===== config.mk =====
export PLATFORM = sky130hd
export DESIGN_NAME = doa_peak_search
export DESIGN_NICKNAME = d
export VERILOG_FILES = /design/src/rtl/doa_pkg.sv /design/src/rtl/doa_max_tracker.sv /design/src/rtl/doa_peak_search.sv
export SDC_FILE = /design/constraint.sdc
export NUM_CORES = 1
export LEC_CHECK = 0
export ABC_AREA = 0
export CAP_MARGIN = 20
export CORE_AREA = 2 2 139 141
export CTS_CLUSTER_DIAMETER = 50
export CTS_CLUSTER_SIZE = 25
export DETAILED_ROUTE_END_ITERATION = 8
export DIE_AREA = 0 0 141 143
export GPL_ROUTABILITY_DRIVEN = 0
export PLACE_DENSITY = 0.94
export SETUP_SLACK_MARGIN = 0.1
export SLEW_MARGIN = 20
export SYNTH_ARGS = -nofsm -noshare
export SYNTH_HDL_FRONTEND = slang
export SYNTH_HIERARCHICAL = 1
export SYNTH_SLANG_ARGS = --single-unit

===== constraint.sdc =====
create_clock -name clk -period 5.2 [get_ports clk]
set_input_delay 1.04 -clock clk [delete_from_list [all_inputs] [get_ports clk]]
set_output_delay 1.04 -clock clk [all_outputs]
set_load 0.02 [all_outputs]

===== src/rtl/doa_pkg.sv =====
// doa_pkg: shared definitions for the direction-of-arrival peak search.
//   - default widths/sizes used as parameter defaults by the blocks
//   - scan FSM state encoding
package doa_pkg;

  localparam int DOA_WORD_LENGTH_IN = 71;
  localparam int DOA_NUM_ANGLES     = 181;
  localparam int DOA_ANGLE_WIDTH    = 8;

  typedef enum logic [1:0] {
    IDLE  = 2'd0,
    ISSUE = 2'd1,
    WAIT  = 2'd2,
    DONE  = 2'd3
  } doa_state_t;

endpackage


===== src/rtl/doa_max_tracker.sv =====
// doa_max_tracker: running maximum / argmax over a stream of signed beats.
// Ports:
//   clk, rst_n  clock, asynchronous active-low reset
//   clear       forget the stored maximum; the next beat loads unconditionally
//   beat        value/index are valid this cycle
//   value       signed sample
//   index       index associated with the sample
//   max_value   maximum including the current beat (combinational view of the
//               register's next state, so the caller can capture the final
//               result on the same edge as the last beat)
//   max_index   index of max_value; ties keep the earliest index
module doa_max_tracker
  import doa_pkg::*;
#(
  parameter int W  = DOA_WORD_LENGTH_IN,
  parameter int AW = DOA_ANGLE_WIDTH
) (
  input  logic                 clk,
  input  logic                 rst_n,
  input  logic                 clear,
  input  logic                 beat,
  input  logic signed [W-1:0]  value,
  input  logic        [AW-1:0] index,
  output logic signed [W-1:0]  max_value,
  output logic        [AW-1:0] max_index
);

  logic                 loaded_r;
  logic signed [W-1:0]  best_value_r;
  logic        [AW-1:0] best_index_r;
  logic                 take_s;

  // A beat replaces the stored maximum if nothing is stored yet or it is strictly larger
  always_comb begin
    take_s = 1'b0;
    if (beat) begin
      take_s = !loaded_r || (value > best_value_r);
    end else begin
      take_s = 1'b0;
    end
  end

  assign max_value = take_s ? value : best_value_r;
  assign max_index = take_s ? index : best_index_r;

  // Stored maximum register
  always_ff @(posedge clk or negedge rst_n) begin
    if (!rst_n) begin
      loaded_r     <= 1'b0;
      best_value_r <= '0;
      best_index_r <= '0;
    end else if (clear) begin
      loaded_r     <= 1'b0;
      best_value_r <= '0;
      best_index_r <= '0;
    end else if (take_s) begin
      loaded_r     <= 1'b1;
      best_value_r <= value;
      best_index_r <= index;
    end
  end

endmodule


===== src/rtl/doa_peak_search.sv =====
// doa_peak_search: steering-angle scan controller and beam-power peak detector.
// Issues angle indices 0..NUM_ANGLES-1 on start, receives the beam powers in
// issue order (any latency >= 1) and reports the strongest beam.
// Ports:
//   clk, rst_n      clock, asynchronous active-low reset
//   start           scan request, honoured only in IDLE
//   angle_idx       steering-ROM address, angle_req qualifies it
//   power_in        signed beam power (non-negative), power_valid qualifies it
//   busy            scan in progress (includes the done cycle)
//   done            one-cycle result pulse
//   peak_idx        index of the strongest beam, held until the next done
//   peak_power      power of the strongest beam, held until the next done
// Optional build macro DOA_PEAK_THRESH_EN adds:
//   thresh          detection threshold, sampled on an accepted start
//   peak_found      peak_power >= thresh, updated with done
module doa_peak_search
  import doa_pkg::*;
#(
  parameter int WORD_LENGTH_IN = DOA_WORD_LENGTH_IN,
  parameter int NUM_ANGLES     = DOA_NUM_ANGLES,
  parameter int ANGLE_WIDTH    = DOA_ANGLE_WIDTH
) (
  input  logic                             clk,
  input  logic                             rst_n,
  input  logic                             start,
  output logic        [ANGLE_WIDTH-1:0]    angle_idx,
  output logic                             angle_req,
  input  logic signed [WORD_LENGTH_IN-1:0] power_in,
  input  logic                             power_valid,
  output logic                             busy,
  output logic                             done,
  output logic        [ANGLE_WIDTH-1:0]    peak_idx,
  output logic signed [WORD_LENGTH_IN-1:0] peak_power
`ifdef DOA_PEAK_THRESH_EN
  ,
  input  logic        [WORD_LENGTH_IN-1:0] thresh,
  output logic                             peak_found
`endif
);

  // One extra bit so the receive counter can represent NUM_ANGLES = 2^ANGLE_WIDTH
  localparam int CNT_W = ANGLE_WIDTH + 1;
  localparam logic [ANGLE_WIDTH-1:0] LAST_IDX = ANGLE_WIDTH'(NUM_ANGLES - 1);
  localparam logic [CNT_W-1:0]       LAST_RX  = CNT_W'(NUM_ANGLES - 1);

  doa_state_t                       state_r;
  logic        [CNT_W-1:0]          rx_cnt_r;
  logic                             accept_s;
  logic                             beat_s;
  logic                             last_beat_s;
  logic signed [WORD_LENGTH_IN-1:0] max_value_s;
  logic        [ANGLE_WIDTH-1:0]    max_index_s;
`ifdef DOA_PEAK_THRESH_EN
  logic        [WORD_LENGTH_IN-1:0] thresh_r;
`endif

  // Start acceptance and which power beats belong to the current scan
  always_comb begin
    accept_s    = 1'b0;
    beat_s      = 1'b0;
    last_beat_s = 1'b0;
    if (state_r == IDLE) begin
      accept_s = start;
    end else begin
      accept_s = 1'b0;
    end
    if ((state_r == ISSUE) || (state_r == WAIT)) begin
      beat_s = power_valid;
    end else begin
      beat_s = 1'b0;
    end
    last_beat_s = beat_s && (rx_cnt_r == LAST_RX);
  end

  // Beats arrive in issue order, so the receive count is the angle of the beat
  doa_max_tracker #(
    .W  (WORD_LENGTH_IN),
    .AW (ANGLE_WIDTH)
  ) u_tracker (
    .clk       (clk),
    .rst_n     (rst_n),
    .clear     (accept_s),
    .beat      (beat_s),
    .value     (power_in),
    .index     (rx_cnt_r[ANGLE_WIDTH-1:0]),
    .max_value (max_value_s),
    .max_index (max_index_s)
  );

  // Scan FSM, issue/receive counters and registered outputs
  always_ff @(posedge clk or negedge rst_n) begin
    if (!rst_n) begin
      state_r    <= IDLE;
      rx_cnt_r   <= '0;
      angle_idx  <= '0;
      angle_req  <= 1'b0;
      busy       <= 1'b0;
      done       <= 1'b0;
      peak_idx   <= '0;
      peak_power <= '0;
`ifdef DOA_PEAK_THRESH_EN
      thresh_r   <= '0;
      peak_found <= 1'b0;
`endif
    end else begin
      if (beat_s) begin
        rx_cnt_r <= rx_cnt_r + CNT_W'(1);
      end
      case (state_r)
        IDLE: begin
          if (start) begin
            state_r   <= ISSUE;
            rx_cnt_r  <= '0;
            angle_idx <= '0;
            angle_req <= 1'b1;
            busy      <= 1'b1;
`ifdef DOA_PEAK_THRESH_EN
            thresh_r  <= thresh;
`endif
          end
        end
        ISSUE: begin
          if (angle_idx == LAST_IDX) begin
            angle_req <= 1'b0;
            state_r   <= WAIT;
          end else begin
            angle_idx <= angle_idx + ANGLE_WIDTH'(1);
          end
        end
        WAIT: begin
          // The tracker output already includes the last beat's compare
          if (last_beat_s) begin
            state_r    <= DONE;
            done       <= 1'b1;
            peak_idx   <= max_index_s;
            peak_power <= max_value_s;
`ifdef DOA_PEAK_THRESH_EN
            peak_found <= ($unsigned(max_value_s) >= thresh_r);
`endif
          end
        end
        DONE: begin
          state_r <= IDLE;
          done    <= 1'b0;
          busy    <= 1'b0;
        end
        default: begin
          state_r   <= IDLE;
          angle_req <= 1'b0;
          busy      <= 1'b0;
          done      <= 1'b0;
        end
      endcase
    end
  end

endmodule


-- Word-level counts from Yosys, hierarchy flattened
Index checks and enable logic that the tools add are counted.
- register bits after elaboration: 181
- bits of input ports: 75
- output and inout port bits: 90
- logic and storage cells: 63
- $add $sub $neg: 2
- magnitude comparators: 1
- equal/unequal tests: 9
- multiplexer cells: 25
- reduce and logical (&&, ||, !) cells: 15
- operators by type and width (kind ; number):
    $mux W71 ; 2
    $gt A71 B71 Y1 ; 1
    $mux W8 ; 4
    $mux W9 ; 3
    $pmux W8 S2 ; 1
    $add A9 B1 Y9 const B ; 1
    $eq A9 B8 Y1 const B ; 1
    $reduce_and A3 Y1 ; 3
    $add A8 B1 Y8 const B ; 1
    $eq A8 B8 Y1 const B ; 1
    $mux W1 ; 8
    $pmux W2 S4 ; 1
    $reduce_bool A2 Y1 ; 4
    $mux W2 ; 3
    $ne A2 B2 Y1 const B ; 3
    $pmux W1 S2 ; 3
    $reduce_and A2 Y1 ; 3
    $eq A2 B2 Y1 const B ; 2
    $eq A2 B1 Y1 const B ; 1
    $logic_not A2 Y1 ; 1
    $logic_or A1 B1 Y1 ; 2
    $ne A2 B1 Y1 const B ; 1
    $logic_and A1 B1 Y1 ; 1
    $logic_not A1 Y1 ; 1

-- Logic depth before layout (Yosys ltp)
Gate-level depths: netlist of the first run.
- depth after elaboration: 6
- mapped depth: 13

-- Hierarchy
Netlist of the first run, hierarchy kept.
- by module, submodules not included (module ; times used ; cells each ; area each (um^2) ; seq. area each (um^2)):
    doa_max_tracker ; 1 ; 690 ; 6726.5 ; 2001.9
    doa_peak_search ; 1 ; 296 ; 4242.8 ; 2527.4

-- Worst setup path after synthesis of the first run
OpenSTA, ideal clock, no wires.
- path kind: input port to flip-flop
- start point: input power_in[64]
- end point: register peak_power[38]
- library setup time: 0.125 ns
- arrival time: 3.927 ns
- required time: 5.075 ns
- setup slack: 1.148 ns
- cell stages on the path: 12
- path through: ha_1 -> nand4_1 -> or4_1 -> nor4_1 -> nand3_1 -> a31o_1 -> a31o_1 -> a31oi_4 -> buf_6 -> buf_6 -> mux2_1 -> mux2_4
- word-level cells in the longest chain between the ends: 4
- RTL lines (item ; RTL line ; RTL):
    from (decl) ; doa_peak_search.sv:28 ; input logic signed [WORD_LENGTH_IN-1:0] power_in,
    $gt A71 B71 Y1 ; doa_max_tracker.sv:37 ; take_s = !loaded_r || (value > best_value_r);
    $logic_or A1 B1 Y1 ; doa_max_tracker.sv:37 ;
    $mux W1 ; doa_max_tracker.sv:36 ; if (beat) begin
    $mux W71 ; doa_max_tracker.sv:43 ; assign max_value = take_s ? value : best_value_r;
    named net max_value_s[38] ; doa_peak_search.sv:51 ; logic signed [WORD_LENGTH_IN-1:0] max_value_s;
    to (signal assigned) ; doa_peak_search.sv:136 ; peak_power <= max_value_s;
    to (decl) ; doa_peak_search.sv:33 ; output logic signed [WORD_LENGTH_IN-1:0] peak_power
The timed path passes the listed nets, and every way through them passes these cells.
A chain may end at the register's enable or synchronous reset.

-- Worst setup path in the final report of the first run
- start point: input power_in[70]
- end point: register peak_power[48]
The elaborated chain is that of the path after synthesis.

==> results.cfg, run 1 <==
[drt]
drc = 0
firstDrtPassIters = 5
vias = 7827
wirelength_microns = 24200
drt-wirelength-per-cell_microns = 17.4
antenna_left = 0
drtIter0Drc = 354
viasPerCell = 5.63

[cts]
h-tree-depth = 4
post_cts_buffers = 0
cts_tree = built
ctsHoldBuffers = 0
cts_inserted_buffers = 17
clk_pin_slew_ns = 0.07
cts_buffer_depth = 2
clock-root-buffer = clkbuf_16
clock_sinks = 181
cts_resized = 0
clock_latency_ns = 0.43

[floorplanning]
initial_core_util_pct = 59.0
ios = 165
core_area_sq_um = 18600
dieArea_sq_um = 20200
fp-row-count = 50
die-height_microns = 143
die_w_microns = 141

[power_and_ir_drop]
p_sw_share_pct = 34.7
p_leak_nw = 6.38
p_switching_mw = 1.98
ir_drop_uv = 297
intPower_mw = 3.73
power_frac_clock_pct = 23.9
power.share.sequential_pct = 35.8
power_frac_comb_pct = 40.4
p_per_area_nw_per_um2 = 424

[grt]
grt_pass1_wl_microns = 40100
gr-total-overflow = 0
grt_usage_pct = 24.8
antenna_found_initial = 0
grt_max_degree = 115
first_global_vias = 8010

[worst_setup_path]
crit_path_end_kind = register
max_stage_delay_ns = 0.57
start_kind = primary input
critPathArrivalTime_ns = 5.12
slowest_stage = nor4_1
crit_path_max_fanout = 18
cp_cell_sequence = clkdlybuf4s50_1 -> ha_1 -> nand4_1 -> or4_1 -> nor4_1 -> nand3_1 -> a31o_1 -> a31o_1 -> a31oi_4 -> buf_12 -> buf_12 -> mux2_1 -> mux2_2
criticalPathCategory = in2reg
cp.required_ns = 5.51

[synth]
synth-seq-area-share_pct = 41.3
synth_ff_type = dfrtp_1
synthArstFlopShare_pct = 100
synth-seq-cells = 181
synth_top_area_share_pct = 41.3
syn_area_sq_um = 11000
synth_nets = 1140
synth.area.top_cells = dfrtp_1 41%, mux2_2 11%, nand2b_1 9.2%
synth_edf_count = 0
synth.avg_cell_area_sq_um = 11.1
yosysUniqueCellTypes = 51
yosys_warnings = 6
synthesis.instances = 986
synth_area_leader_cell = dfrtp_1

[timing]
rsz0062_at_grt = false
tightest_slew_ns = 0.936
drv_slew = 0
finalClockSkew_ns = 0.0101
max_slew_margin_pct = 37.6
setup_tns_ns = 0
finalHoldViolations = 0
finalCritPeriodShare_pct = 92.6
max_freq_ghz = 0.208
setup_viol = 0
period_needed_ns = 4.81

[cells_and_area]
antenna_cells = 0
num-fill-cells = 1282
nNetsFinal = 1296
layoutNonFillerInstCount = 1389
final_cell_mix = 181 x dfrtp_1, 163 x clkdlybuf4s50_1, 161 x nand2b_1
drive_gt1_share_pct = 15.1
layout_commonest_cell = dfrtp_1
syn2layout_area_growth_pct = 22.5

[placed_design]
io_buffers = 164
hpwl_microns = 16800
dpl.cell_count = 1357

[run]
max_cap_violations = 0

[worst_hold_path]
holdCritPathClass = reg2reg

[run_status]
outcome = finished clean
## critical path: cells and delay by family
| family | cells | cell delay [ns] |
|---|---|---|
| AO/OA/AOI/OAI | 3 | 0.75 |
| adder cells (fa/ha/maj) | 1 | 0.39 |
| buffers and inverters | 3 | 0.87 |
| multiplexers | 2 | 0.62 |
| AND/OR/NAND/NOR | 4 | 1.45 |
## final cells by class
class                      instances  area [sq um]  area share [%]
clock buffer                      19           433            3.22
clock inverter                    13           181            1.35
inverter                          83           313            2.33
multi-input combinational        678          5810            43.2
sequential                       181          4530            33.7
tap                              234           293            2.18
timing repair buffer             181          1890            14.0
## path summary, 6_finish.rpt
kind                                            start  slack [ns]  depth (start not counted)             end
setup reg to reg           u_tracker/best_value_r[66]        1.07                         13  peak_power[48]
max in group asynchronous                       rst_n        3.38                          2       angle_req
hold / removal                         peak_power[62]        0.50                          1  peak_power[62]
setup / recovery                         power_in[70]        0.39                         13  peak_power[48]
min in group asynchronous                       rst_n        0.73                          1  peak_power[44]
hold reg to reg                        peak_power[62]        0.50                          1  peak_power[62]
## power groups by stage
stage	combinational (mW)	sequential, mW	clock [mW]
finish	2.30	2.04	1.36
global route	2.57	2.08	1.44
CTS	2.31	2.03	1.39
detailed placement	2.27	2.05	0
global placement	2.14	2.03	0
floorplan	1.76	1.96	0
## registers in the layout, indices dropped and copies added, names as in the netlist
register / count
angle_idx: 8
angle_req: 1
busy: 1
done: 1
peak_idx: 8
peak_power: 71
rx_cnt_r: 9
state_r: 2
u_tracker/best_index_r: 8
u_tracker/best_value_r: 71
u_tracker/loaded_r: 1
## cell usage after synthesis, types with 4 or more instances
library cell and n:
a21oi_1 32, nand2_1 30, inv_1 83, a211oi_1 4, mux2i_1 82, nand2b_1 161
or4_1 4, mux2_4 7, clkbuf_1 18, buf_6 20, nor2_1 19, dfrtp_1 181
mux2_1 41, nor4_1 6, nor3_1 5, ha_1 79, buf_2 4, o21ai_0 15
a21o_1 7, mux2_2 112, xor2_1 7, nand4_1 22, nand3_1 11
## kinds of logic (layout without fill, tap and decap cells)
family                     count (synthesis)  after routing  synth area share [%]
AOI/OAI and AO/OA                         79             79                  4.60
xor gates and xnor gates                   9              9                 0.719
adders and majority gates                 79             79                  9.01
buffers and inverters                    127            296                  5.90
DFF                                      181            181                  41.3
muxes                                    242            242                  24.1
and+or+nand+nor                          269            269                  14.3
## routing by layer
metal / global-route usage [%] / wire [microns] / up-vias
met2: 43.2 / 12200 / 210
met3: 3.86 / 895 / 33
met4: 8.00 / 447 / 0
met5: 0 / 0 / -
met1: 32.0 / 10700 / 3866
li1: - / - / 3718
## per-stage QoR
stage / power [mW] / hold slack, ns / cell area (sq um) / util (%) / worst slack [ns]
finish: 5.70 / 0.503 / 13400 / 72.3 / 0.387
global route: 6.10 / 0.526 / 13400 / 72.3 / 0.294
CTS: 5.73 / 0.507 / 13400 / 72.3 / 0.459
detailed placement: 4.32 / 0.491 / 12800 / 69.0 / 0.0259
global placement: 4.17 / 0.488 / 12800 / 69.0 / 0.243
floorplan: 3.72 / 0.511 / 11000 / - / 1.15
(Power assumes the default switching activity.)
==> inputs of run 2 (changes only) <==
Settings changed: TNS_END_PERCENT set to 50.
==> results of run 2 <==
Same layout as run 1: the final DEF is identical, and so are final timing and power.
==> inputs of run 3 (changes only) <==
Settings changed: CORE_AREA 2 2 139 141 to 2 2 131 133, DIE_AREA 0 0 141 143 to 0 0 133 135, PLACE_DENSITY 0.94 to 0.93, SYNTH_HIERARCHICAL 1 to unset.
==> results.cfg, run 3 <==
[worst_hold_path]
holdCritPathClass = reg2reg

[synth]
synth_nets = 1154
synthArstFlopShare_pct = 100
synth-seq-cells = 181
synth_edf_count = 0
synth_ff_type = dfrtp_1
synth-seq-area-share_pct = 48.6
synth.avg_cell_area_sq_um = 9.32
yosysUniqueCellTypes = 49
synth.area.top_cells = dfrtp_1 49%, ha_1 11%, a21oi_1 6.1%
yosys_warnings = 0
synthesis.instances = 1000
synth_common_cells = 181 x dfrtp_1, 114 x a21oi_1, 99 x nor2_1
synth_area_leader_cell = dfrtp_1
yosysMostFrequentCell = dfrtp_1
syn_area_sq_um = 9320
synth_top_area_share_pct = 48.6

[cells_and_area]
syn2layout_area_growth_pct = 25.9
antenna_cells = 0
num-fill-cells = 1152
final_cell_mix = 181 x dfrtp_1, 163 x clkdlybuf4s50_1, 114 x a21oi_1
layout_commonest_cell = dfrtp_1
nNetsFinal = 1289
drive_gt1_share_pct = 5.31
top_regs = peak_power: 71 flops, u_tracker.best_value_r: 71 flops, rx_cnt_r: 9 flops

[worst_setup_path]
criticalPathCategory = in2reg
start_kind = primary input
critPathArrivalTime_ns = 4.52
crit_path_end_kind = register
timing.critical_path.mode_cell = nand4_1
cp_cell_sequence = clkdlybuf4s50_1 -> ha_1 -> nand4_1 -> nor4_4 -> nand4_1 -> o31ai_1 -> a211oi_1 -> a21oi_2 -> o21a_2 -> buf_4 -> o21ai_0 -> a31oi_1
cp.required_ns = 5.55
crit_path_max_fanout = 33
max_stage_delay_ns = 0.46
slowest_stage = clkdlybuf4s50_1

[run_status]
outcome = finished clean

[cts]
cts_buffer_depth = 2
ctsHoldBuffers = 0
clk_pin_slew_ns = 0.06
clock_latency_ns = 0.43
cts_tree = built
clock_sinks = 181
cts_inserted_buffers = 17
h-tree-depth = 4
post_cts_buffers = 0
cts_resized = 0
clock-root-buffer = clkbuf_16

[drt]
drtIter0Drc = 791
wl_met2_microns = 12300
top_layer_used = met4
wirelength_microns = 25100
firstDrtPassIters = 5
met1_length_microns = 10100
antenna_left = 0
viasPerCell = 6.13
met3_length_microns = 2240
drt-wirelength-per-cell_microns = 18.4
vias = 8388
drc = 0

[placed_design]
hpwl_microns = 16600
io_buffers = 164

[power_and_ir_drop]
ir_drop_uv = 367
p_leak_nw = 5.14
p_per_area_nw_per_um2 = 439
totalPowerFinal_mw = 5.15

[grt]
first_global_vias = 8289
gr-total-overflow = 0
grt_usage_pct = 28.3
grt_max_degree = 116
antenna_found_initial = 0
grt_pass1_wl_microns = 40400

[timing]
drv_slew = 0
setup_tns_ns = 0
setup_viol = 0
period_needed_ns = 4.18
tightest_slew_ns = 0.990
max_freq_ghz = 0.239
finalClockSkew_ns = 0.00985
finalHoldViolations = 0
max_slew_margin_pct = 33.8
rsz0062_at_grt = false
finalCritPeriodShare_pct = 80.4

[floorplanning]
initial_core_util_pct = 56.8
core_area_sq_um = 16400
fp-row-count = 47
dieArea_sq_um = 18000
ios = 165
die_w_microns = 133
die-height_microns = 135

[run]
max_cap_violations = 0
-- run 3: power by group --
part	total (mW)	switching, mW	internal, mW
registers	1.81	0.147	1.66
logic	2.06	1.34	0.716
clock network	1.28	0.539	0.745
total	5.15	2.03	3.12
-- run 3: cell families after synthesis --
group / share of synthesized area, %
buf+inv: 6.23
fa+ha+maj: 10.6
xor+xnor: 1.03
simple gates: 13.5
compound gates: 19.4
flops: 48.6
mux: 0.671
-- run 3: cell type report --
class	instances	area [sq um]	area share [%]
Clock buffer	24	482	4.10
Clock inverter	8	98.8	0.842
Multi-Input combinational cell	675	4220	36.0
Tap cell	220	275	2.35
Timing Repair Buffer	177	1820	15.5
Sequential cell	181	4530	38.6
Inverter	83	312	2.65
-- run 3: worst paths after layout --
path / start / to / slack, ns / cells past startpoint
min: u_tracker.best_index_r[5] / u_tracker.best_index_r[5] / 0.54 / 2
max: power_in[58] / peak_power[50] / 1.02 / 12
max in group asynchronous: rst_n / angle_req / 3.41 / 2
max reg2reg: u_tracker.best_value_r[58] / peak_power[50] / 1.71 / 12
min reg2reg: u_tracker.best_index_r[5] / u_tracker.best_index_r[5] / 0.54 / 2
min in group asynchronous: rst_n / peak_power[13] / 0.70 / 1
-- run 3: stage by stage --
stage	std cells	util, %	setup slack [ns]	instance area, sq um	hold WS (ns)
after floorplan	1000	-	1.91	9320	0.501
after global placement	1336	68.0	0.819	11200	0.514
after detailed placement	1336	68.0	0.640	11200	0.525
after CTS	1368	71.5	1.03	11700	0.536
after global routing	1368	71.5	0.754	11700	0.552
final	1368	71.5	1.02	11700	0.535
-- run 3: worst max-delay path, delay by kind of cell --
kind / cells / cell delay (ns)
AO/OA/AOI/OAI: 6 / 1.45
adder cells (fa/ha/maj): 1 / 0.36
buffers and inverters: 2 / 0.86
AND/OR/NAND/NOR: 3 / 0.80
-- run 3: metal layers --
layer / GRT usage, % / vias up
met5: 0 / -
met4: 10.9 / 0
met3: 5.93 / 52
met2: 47.9 / 444
met1: 36.1 / 4049
li1: - / 3843
